`src/rtl/tt_um_arraydivider_if.sv`:
```
// rtl/tt_um_arraydivider_if.sv - divider request/result bundle
// Purpose: groups the divider operand request and result signals.
// Signals: start/dividend/divisor (requester -> divider),
//          busy/done/quotient/remainder/div_zero (divider -> requester).
// Modports: master = requester side, slave = divider side.
interface tt_um_arraydivider_if #(
    parameter int WIDTH = 8
);
    logic             start;
    logic [WIDTH-1:0] dividend;
    logic [WIDTH-1:0] divisor;
    logic             busy;
    logic             done;
    logic [WIDTH-1:0] quotient;
    logic [WIDTH-1:0] remainder;
    logic             div_zero;

    modport master (
        output start, dividend, divisor,
        input  busy, done, quotient, remainder, div_zero
    );

    modport slave (
        input  start, dividend, divisor,
        output busy, done, quotient, remainder, div_zero
    );
endinterface

```
`src/rtl/tt_um_arraydivider.sv`:
```
// rtl/tt_um_arraydivider.sv - sequential restoring divider, one quotient bit per clock
// Purpose: unsigned WIDTH-bit divide; quotient/remainder registered with a one-cycle done pulse.
// Ports: clk       - clock, all state on rising edge
//        rst       - synchronous active-high reset
//        bus       - tt_um_arraydivider_if slave (start/operands in, busy/done/results out)
module tt_um_arraydivider #(
    parameter int WIDTH = 8
) (
    input  logic                 clk,
    input  logic                 rst,
    tt_um_arraydivider_if.slave  bus
);
    localparam int CW = (WIDTH > 2) ? $clog2(WIDTH) : 1;
    localparam logic [CW-1:0] LAST = CW'(WIDTH - 1);

    typedef enum logic [1:0] {
        IDLE = 2'd0,
        RUN  = 2'd1,
        DONE = 2'd2
    } state_t;

    state_t           state_q, state_d;
    logic [WIDTH-1:0] q_q, q_d;
    logic [WIDTH-1:0] d_q, d_d;
    // Partial remainder is always below the divisor between iterations, so
    // WIDTH bits hold it; the extra bit only exists in the shifted/subtracted value.
    logic [WIDTH-1:0] r_q, r_d;
    logic [CW-1:0]    count_q, count_d;
    logic             dz_q, dz_d;
    logic             done_q, done_d;
    logic [WIDTH-1:0] quotient_q, quotient_d;
    logic [WIDTH-1:0] remainder_q, remainder_d;
    logic             div_zero_q, div_zero_d;

    logic [WIDTH:0]   r_shift;
    logic [WIDTH:0]   diff;

    always_comb begin
        state_d     = state_q;
        q_d         = q_q;
        d_d         = d_q;
        r_d         = r_q;
        count_d     = count_q;
        dz_d        = dz_q;
        done_d      = 1'b0;
        quotient_d  = quotient_q;
        remainder_d = remainder_q;
        div_zero_d  = div_zero_q;

        r_shift = {r_q, q_q[WIDTH-1]};
        diff    = r_shift - {1'b0, d_q};

        case (state_q)
            IDLE: begin
                if (bus.start) begin
                    q_d     = bus.dividend;
                    d_d     = bus.divisor;
                    r_d     = '0;
                    count_d = '0;
                    dz_d    = (bus.divisor == '0);
                    state_d = (bus.divisor == '0) ? DONE : RUN;
                end
            end
            RUN: begin
                // diff[WIDTH] is the borrow: set exactly when r_shift < divisor.
                if (!diff[WIDTH]) begin
                    r_d = diff[WIDTH-1:0];
                end else begin
                    r_d = r_shift[WIDTH-1:0];
                end
                q_d     = {q_q[WIDTH-2:0], ~diff[WIDTH]};
                count_d = count_q + CW'(1);
                if (count_q == LAST) begin
                    state_d = DONE;
                end
            end
            DONE: begin
                done_d = 1'b1;
                if (dz_q) begin
                    // Q still holds the untouched dividend on the divide-by-zero path.
                    quotient_d  = '1;
                    remainder_d = q_q;
                    div_zero_d  = 1'b1;
                end else begin
                    quotient_d  = q_q;
                    remainder_d = r_q;
                    div_zero_d  = 1'b0;
                end
                state_d = IDLE;
            end
            default: begin
                state_d = IDLE;
            end
        endcase
    end

    always_ff @(posedge clk) begin
        if (rst) begin
            state_q     <= IDLE;
            q_q         <= '0;
            d_q         <= '0;
            r_q         <= '0;
            count_q     <= '0;
            dz_q        <= 1'b0;
            done_q      <= 1'b0;
            quotient_q  <= '0;
            remainder_q <= '0;
            div_zero_q  <= 1'b0;
        end else begin
            state_q     <= state_d;
            q_q         <= q_d;
            d_q         <= d_d;
            r_q         <= r_d;
            count_q     <= count_d;
            dz_q        <= dz_d;
            done_q      <= done_d;
            quotient_q  <= quotient_d;
            remainder_q <= remainder_d;
            div_zero_q  <= div_zero_d;
        end
    end

    assign bus.busy      = (state_q != IDLE);
    assign bus.done      = done_q;
    assign bus.quotient  = quotient_q;
    assign bus.remainder = remainder_q;
    assign bus.div_zero  = div_zero_q;
endmodule

```
`src/flat_wrapper.sv`:
```
// flat-port wrapper written by rule: the top's interface ports become plain ports
module tt_um_arraydivider_flat 
#(
    parameter int WIDTH = 8
)
  (clk, rst, bus_start, bus_dividend, bus_divisor, bus_busy, bus_done, bus_quotient, bus_remainder, bus_div_zero);
  tt_um_arraydivider_if #(.WIDTH(WIDTH)) bus_i ();
  input  logic clk;
  input  logic rst;
  input wire logic [$bits(bus_i.start)-1:0] bus_start;
  input wire logic [$bits(bus_i.dividend)-1:0] bus_dividend;
  input wire logic [$bits(bus_i.divisor)-1:0] bus_divisor;
  output wire logic [$bits(bus_i.busy)-1:0] bus_busy;
  output wire logic [$bits(bus_i.done)-1:0] bus_done;
  output wire logic [$bits(bus_i.quotient)-1:0] bus_quotient;
  output wire logic [$bits(bus_i.remainder)-1:0] bus_remainder;
  output wire logic [$bits(bus_i.div_zero)-1:0] bus_div_zero;
  assign bus_i.start = bus_start;
  assign bus_i.dividend = bus_dividend;
  assign bus_i.divisor = bus_divisor;
  assign bus_busy = bus_i.busy;
  assign bus_done = bus_i.done;
  assign bus_quotient = bus_i.quotient;
  assign bus_remainder = bus_i.remainder;
  assign bus_div_zero = bus_i.div_zero;
  tt_um_arraydivider #(.WIDTH(WIDTH)) u_core (.clk(clk), .rst(rst), .bus(bus_i));
endmodule
```
`config.mk`:
```
export PLATFORM = sky130hd
export DESIGN_NAME = tt_um_arraydivider_flat
export DESIGN_NICKNAME = d
export VERILOG_FILES = /design/src/rtl/tt_um_arraydivider_if.sv /design/src/rtl/tt_um_arraydivider.sv /design/src/flat_wrapper.sv
export SDC_FILE = /design/constraint.sdc
export NUM_CORES = 1
export LEC_CHECK = 0
export ABC_AREA = 0
export CAP_MARGIN = 40
export CORE_MARGIN = 1.5
export CORE_UTILIZATION = 55
export CTS_BUF_LIST = sky130_fd_sc_hd__clkbuf_8
export CTS_CLUSTER_DIAMETER = 40
export DETAILED_ROUTE_END_ITERATION = 7
export GPL_TIMING_DRIVEN = 0
export MAX_ROUTING_LAYER = met4
export PLACE_DENSITY_LB_ADDON = 0.05
export SETUP_SLACK_MARGIN = 0.15
export SYNTH_ARGS = -nofsm -noshare
export SYNTH_HDL_FRONTEND = slang
export SYNTH_SLANG_ARGS = --single-unit
```
`constraint.sdc`:
```
create_clock -name clk -period 2.9 [get_ports clk]
set_input_delay 0.87 -clock clk [delete_from_list [all_inputs] [get_ports clk]]
set_output_delay 0.87 -clock clk [all_outputs]
set_load 0.03 [all_outputs]
```
==> results.toml, run 1 <==
[pwr]
report.power.total_w = 0.00193
power_density_mw_per_mm2 = 625
static-leakage-power_nw = 1.20
ir_drop_mv = 0.416

[grt]
grt_pass1_wl_um = 9430
grt_antenna_before_repair = 0
globalRouteOverflowTotal = 0
via_count_of_the_first_global_routing_pass = 2088
grtUsageTotal = 0.247
grt_start_max_net_pins = 17

[synthesis]
post_synthesis_compound_gate_area_fraction = 0.191
syn_nets = 331
synth-simple-area-share = 0.208
postSynthRegisterBits = 48
largest_family_of_logic_cells_by_synthesized_area = "simple AND/OR/NAND/NOR gates"
synthArstFlopShare = 0
yosys.cell_types.count = 45
yosys_most_used_dff = "dfxtp_1"
mapped_avg_cell_area_um2 = 8.30
synth.area.mux_share = 0.0862
synth.cell_area_mm2 = 0.00250
synth-adder-area-share = 0.0581
synth_seq_area_share = 0.385
post_synth_xor_area_fraction = 0.0105
postSynthCellCount = 301
synth_edf_count = 0
yosys_warning_total = 0

[hold_path]
worstHoldEndpoint = "u_core.bus.quotient[0]"
holdCritStartpoint = "u_core.bus.quotient[0]"
hold_class = "register to register"
hold-path-cell-count = 2

[detailed_routing]
drc = 0
detail_route.wl_per_cell_um = 14.2
num_vias = 2218
drtIter0Drc = 136
drt.antenna.violating_nets = 0
drtPass1Iterations = 4
route.final.wire_length_um = 5650
post_drt_via_cell_ratio = 5.57

[setup_path]
slowest_delay_ps = 660
regToRegEndpoint = "u_core.r_q[7]"
worst_ep_arrival_time_ps = 1670
setup.reg_to_reg.worst_slack_ps = 370
worstPathBufferInverterCount = 3
critical_path.cell_chain = "buf_2, inv_2, nand2_1, clkdlybuf4s50_1"
critical-path-top-delay-family = "buffers and inverters"
critPathLaunchType = "register"
critPathMaxFanout = 10
crit_type = "register to output pin"
reg2reg_from = "u_core.q_q[7]"
timing.reg2reg.worst_path_depth = 9
worst_setup_path_end_kind = "output pin"
worst_path_max_delay_cell = "clkdlybuf4s50_1"
crit_path_required_time_ps = 2030

[floorplanning]
i_o_pins = 38
fp.dieArea_mm2 = 0.00495
floorplan.rows = 24
die-height_um = 70.4
coreArea_mm2 = 0.00435
dieWidth_um = 70.4
initial_utilization = 0.574

[clocking]
numCtsBuffers = 5
cts_htree_levels = 2
cts_tree = "yes"
clock_path_buffers = 2
cts_root_buffer = "clkbuf_8"
clkLatencyLatePin_ps = 310
clock_sink_count = 48
cts.reportedPaths.clkPinSlew_ps = 100

[timing]
setup_tns_ps = 0
finalHoldViolCount = 0
fmax_mhz = 393
setup_repair_after_global_routing_missed_its_margin = "false"
period_minus_slack_ps = 2540
tightestPinTransition_ps = 603
maxSlewHeadroom = 0.598
timing.clock.skew_ps = 10.4
timing.final.crit_share = 0.877
setup_violations = 0
report.final.slew_viol_count = 0

[placed_design]
gp_routability_congestion = 0.840
dp_hpwl_um = 4150
io_buffers = 36

[layout]
nFillCells = 388
finalNetCount = 375
multi_input_area_mm2 = 0.00140
final_core_utilization = 0.708
final_layout_size_suffix_gt1_frac = 0.0954
area.growth.synth_to_final_pct = 23.5
sequential_area_um2 = 961
antenna_fix_cells = 0

[job]
cap_violations = 0

[status]
status = "completed"
kinds of logic after synthesis:
| family | count (synthesis) |
|---|---|
| AOI/OAI and AO/OA | 70 |
| xor gates and xnor gates | 3 |
| adders and majority gates | 11 |
| muxes | 20 |
| DFF | 48 |
| and+or+nand+nor | 114 |
| buffers and inverters | 35 |
state kept, by name, indices dropped and copies added, names as in the netlist:
signal,count
u_core.q_q,8
u_core.count_q,3
u_core.bus.remainder,8
u_core.r_q,8
u_core.dz_q,1
u_core.state_q,2
u_core.bus.div_zero,1
u_core.bus.quotient,8
u_core.d_q,8
u_core.bus.done,1
cells in the final DEF, fill, tap and decap left out, drive strengths merged, types with 5 or more instances in the layout:
cell type / count
nor2: 71
dfxtp: 48
clkdlybuf4s50: 36
a21oi: 20
a211oi: 19
inv: 18
mux2i: 17
clkbuf: 16
nand2: 14
o21ai: 13
ha: 10
nor3: 9
buf: 8
a21o: 5
nor2b: 5
power breakdown:
| group | switching, W | leakage (nW) | total (W) | internal, W |
|---|---|---|---|---|
| Clock | 0.000244 | 0.0687 | 0.000592 | 0.000347 |
| Combinational | 0.000316 | 0.740 | 0.000593 | 0.000276 |
| Sequential | 0.0000407 | 0.392 | 0.000744 | 0.000703 |
| Total | 0.000602 | 1.20 | 0.00193 | 0.00133 |
metrics by stage:
stage / area (um2) / hold WS [ps] / std cells / setup slack (ps)
floorplan: 2500 / 458 / 301 / 507
global placement: 2920 / 486 / 389 / 292
detailed placement: 2920 / 490 / 389 / 290
CTS: 3060 / 506 / 397 / 260
global route: 3080 / 527 / 398 / 169
finish: 3080 / 502 / 398 / 356
layer usage:
metal,global-route usage,share of wire
met5,-,0
met2,0.384,0.45
met4,0.0726,0.013
met1,0.330,0.50
met3,0.0447,0.040
Yosys cell counts, types with 2 or more instances:
library cell   n  area share
nor4_1         3      0.0075
o21ai_1        9       0.018
nand2_1       14       0.021
nand3_1        4      0.0080
nand4b_1       2      0.0070
clkbuf_1      11       0.017
buf_2          5       0.010
o21ai_2        2      0.0070
nand2b_1       3      0.0075
buf_6          2      0.0090
o21ai_0        2      0.0040
nor3_1         9       0.018
a21oi_1       19       0.038
dfxtp_1       48        0.38
a211oi_1      18       0.054
ha_1          10       0.050
inv_2          2      0.0030
a21o_1         5       0.015
nor2_1        68        0.10
nor2_2         2      0.0050
a22oi_1        3      0.0090
a221oi_1       2      0.0070
mux2i_1       16       0.064
inv_1         15       0.023
xnor2_1        2      0.0070
mux2_4         2       0.012
nor2b_1        5       0.013
worst reg2reg max path: stages, from the launching register on:
cell and delay, ps:
dfxtp_1 360, inv_1 80, ha_1 210, fa_1 410
nand2b_2 240, a211oi_4 260, mux2i_4 350, nor2_8 110
nor4_2 320, o31ai_2 80
area by class of cell:
cell class              count  area share
inverters                  17      0.0207
multi-input cells         218       0.454
well taps                  52      0.0211
plain buffers              18      0.0288
repair buffers             37       0.119
flip-flops and latches     48       0.312
clock buffers               5      0.0223
clock inverters             3      0.0223
worst max path at each step:
stage,from,endpoint,slack [ps],cells after the start
final,u_core.state_q[1],bus_busy,360,4
after global routing,u_core.q_q[7],u_core.r_q[7],170,9
after CTS,u_core.q_q[7],u_core.r_q[7],260,9
after detailed placement,u_core.q_q[7],u_core.r_q[7],290,9
after global placement,u_core.q_q[7],u_core.r_q[7],290,9
after floorplan,u_core.q_q[7],u_core.r_q[7],510,9
what timing repair did:
| action | in CTS | in global routing |
|---|---|---|
| gates resized for setup | 0 | 2 |
| hold buffers | 0 | 0 |
| endpoints found under the setup margin | 0 | 3 |
| setup buffers | 0 | 1 |
(Power assumes the default switching activity.)
==> run 2: changes to the inputs <==
- CORE_MARGIN: 1.5 -> 2
- SKIP_CTS_REPAIR_TIMING: not set -> 1
==> run 2 against run 1 <==
Power down 0.20%. Final cell count unchanged. Critical path type is now register to register. First-iteration DRC count down 17%. Design area unchanged.
==> results.toml, run 2 (synthesized netlist as in run 1, its figures left out) <==
[status]
status = "completed"

[clocking]
cts_root_buffer = "clkbuf_8"
cts.reportedPaths.clkPinSlew_ps = 100
numCtsBuffers = 5
clock_path_buffers = 2
cts_tree = "yes"
clock_sink_count = 48
cts_htree_levels = 2
clkLatencyLatePin_ps = 310

[setup_path]
worst_setup_path_end_kind = "register"
critical_path.cell_chain = "inv_1, ha_1, fa_1, nand2b_2, a211oi_4, mux2i_4, nor2_8, nor4_2, o31ai_2"
worstPathBufferInverterCount = 1
worst_path_max_delay_cell = "fa_1"
critPathLaunchType = "register"
crit_path_required_time_ps = 3090
crit_type = "register to register"
worst_ep_arrival_time_ps = 2760
critical_path_depth_in_cells = 9
slowest_delay_ps = 420
critical-path-top-delay-family = "simple AND/OR/NAND/NOR gates"
critPathMaxFanout = 9
timing.reg2reg.worst_path_depth = 9

[detailed_routing]
drtIter0Drc = 113
drc = 0
drt.antenna.violating_nets = 0
detail_route.wl_per_cell_um = 14.1
num_vias = 2203
post_drt_via_cell_ratio = 5.54
drtPass1Iterations = 4
route.final.wire_length_um = 5630

[hold_path]
hold-path-cell-count = 2
hold_class = "register to register"

[timing]
setup_tns_ps = 0
finalHoldViolCount = 0
maxSlewHeadroom = 0.608
timing.final.crit_share = 0.888
tightestPinTransition_ps = 589
whs_ps = 504
period_minus_slack_ps = 2570
timing.clock.skew_ps = 8.91
setup_ws_ps = 326
fmax_mhz = 388
setup_repair_after_global_routing_missed_its_margin = "false"
report.final.slew_viol_count = 0
setup_violations = 0

[layout]
finish.cell_count_without_fillers = 398
final_cell_mix = "nor2_1 (68), dfxtp_1 (48), clkdlybuf4s50_1 (36), a21oi_1 (19), a211oi_1 (18)"
nFillCells = 364
multi_input_area_mm2 = 0.00140
sequential_area_um2 = 961
antenna_fix_cells = 0
area.growth.synth_to_final_pct = 23.5
finalNetCount = 375
final_layout_size_suffix_gt1_frac = 0.0954
final_common_cell = "nor2_1"

[placed_design]
dp_hpwl_um = 4210
pre_cts_ws_ps = 268
numPlacedInstances = 389
gp_routability_congestion = 0.848
io_buffers = 36

[floorplanning]
fp.dieArea_mm2 = 0.00510
die-height_um = 71.4
floorplan.rows = 24
i_o_pins = 38
initial_utilization = 0.574
coreArea_mm2 = 0.00435
dieWidth_um = 71.4

[job]
cap_violations = 0

[grt]
grt_pass1_wl_um = 9320
grtUsageTotal = 0.237
via_count_of_the_first_global_routing_pass = 2034
globalRouteOverflowTotal = 0
grt_antenna_before_repair = 0
grt_start_max_net_pins = 17

[pwr]
part_of_the_total_power_dissipated_in_combinational_logic = 0.310
power_density_mw_per_mm2 = 624
switching_share = 0.311
internal_power_w = 0.00133
clockPowerShare = 0.303
power.share.sequential = 0.387
ir_drop_mv = 0.668
p_sw_w = 0.000598
static-leakage-power_nw = 1.20
==> run 2: cell counts in the layout (fill, tap and decap cells not counted) <==
Identical to the previous run, type by type.
==> run 2: power by group through the flow <==
stage	Combinational [W]	Clock, W	Sequential (W)
floorplan	0.000430	0	0.000760
global placement	0.000556	0	0.000758
detailed placement	0.000565	0	0.000758
CTS	0.000568	0.000588	0.000743
global route	0.000651	0.000623	0.000749
finish	0.000597	0.000583	0.000744
==> run 2: metal layers <==
| metal | vias to the layer above | GRT usage | part of all wire |
|---|---|---|---|
| met2 | 51 | 0.360 | 0.46 |
| met4 | 0 | 0.0587 | 0.010 |
| met3 | 6 | 0.0478 | 0.047 |
| met1 | 1019 | 0.327 | 0.48 |
| li1 | 1127 | - | - |
| met5 | - | - | 0 |
==> run 2: worst paths after layout <==
kind / start / endpoint / slack, ps
max: u_core.q_q[7] / u_core.r_q[7] / 330
min: u_core.bus.remainder[5] / u_core.bus.remainder[5] / 500
max reg2reg: u_core.q_q[7] / u_core.r_q[7] / 330
min reg2reg: u_core.bus.remainder[5] / u_core.bus.remainder[5] / 500
==> run 2: cell type report <==
class | instances | share of cell area
multi-input cells | 218 | 0.454
flip-flops and latches | 48 | 0.312
repair buffers | 37 | 0.119
plain buffers | 18 | 0.0288
clock buffers | 5 | 0.0223
clock inverters | 3 | 0.0223
well taps | 52 | 0.0211
inverters | 17 | 0.0207
==> run 2: stage by stage <==
step	power (W)	instance area, um2	utilization
6_report	0.00192	3080	0.708
5_1_grt	0.00202	3080	0.708
4_1_cts	0.00190	3060	0.703
3_5_place_dp	0.00132	2920	0.671
3_3_place_gp	0.00131	2920	0.671
2_1_floorplan	0.00119	2500	-
==> run 2: worst register-to-register path, cell delays in order, from the launching register on <==
cell	delay [ps]
dfxtp_1	360
inv_1	80
ha_1	210
fa_1	420
nand2b_2	240
a211oi_4	280
mux2i_4	350
nor2_8	110
nor4_2	330
o31ai_2	80
==> run 3: changes to the inputs <==
==> constraint.sdc (replaced) <==
create_clock -name clk -period 2.9 [get_ports clk]
set_input_delay 0.58 -clock clk [delete_from_list [all_inputs] [get_ports clk]]
set_output_delay 0.58 -clock clk [all_outputs]
set_load 0.03 [all_outputs]
==> results of run 3 <==
Final layout, timing and power as in run 2 (identical DEF).
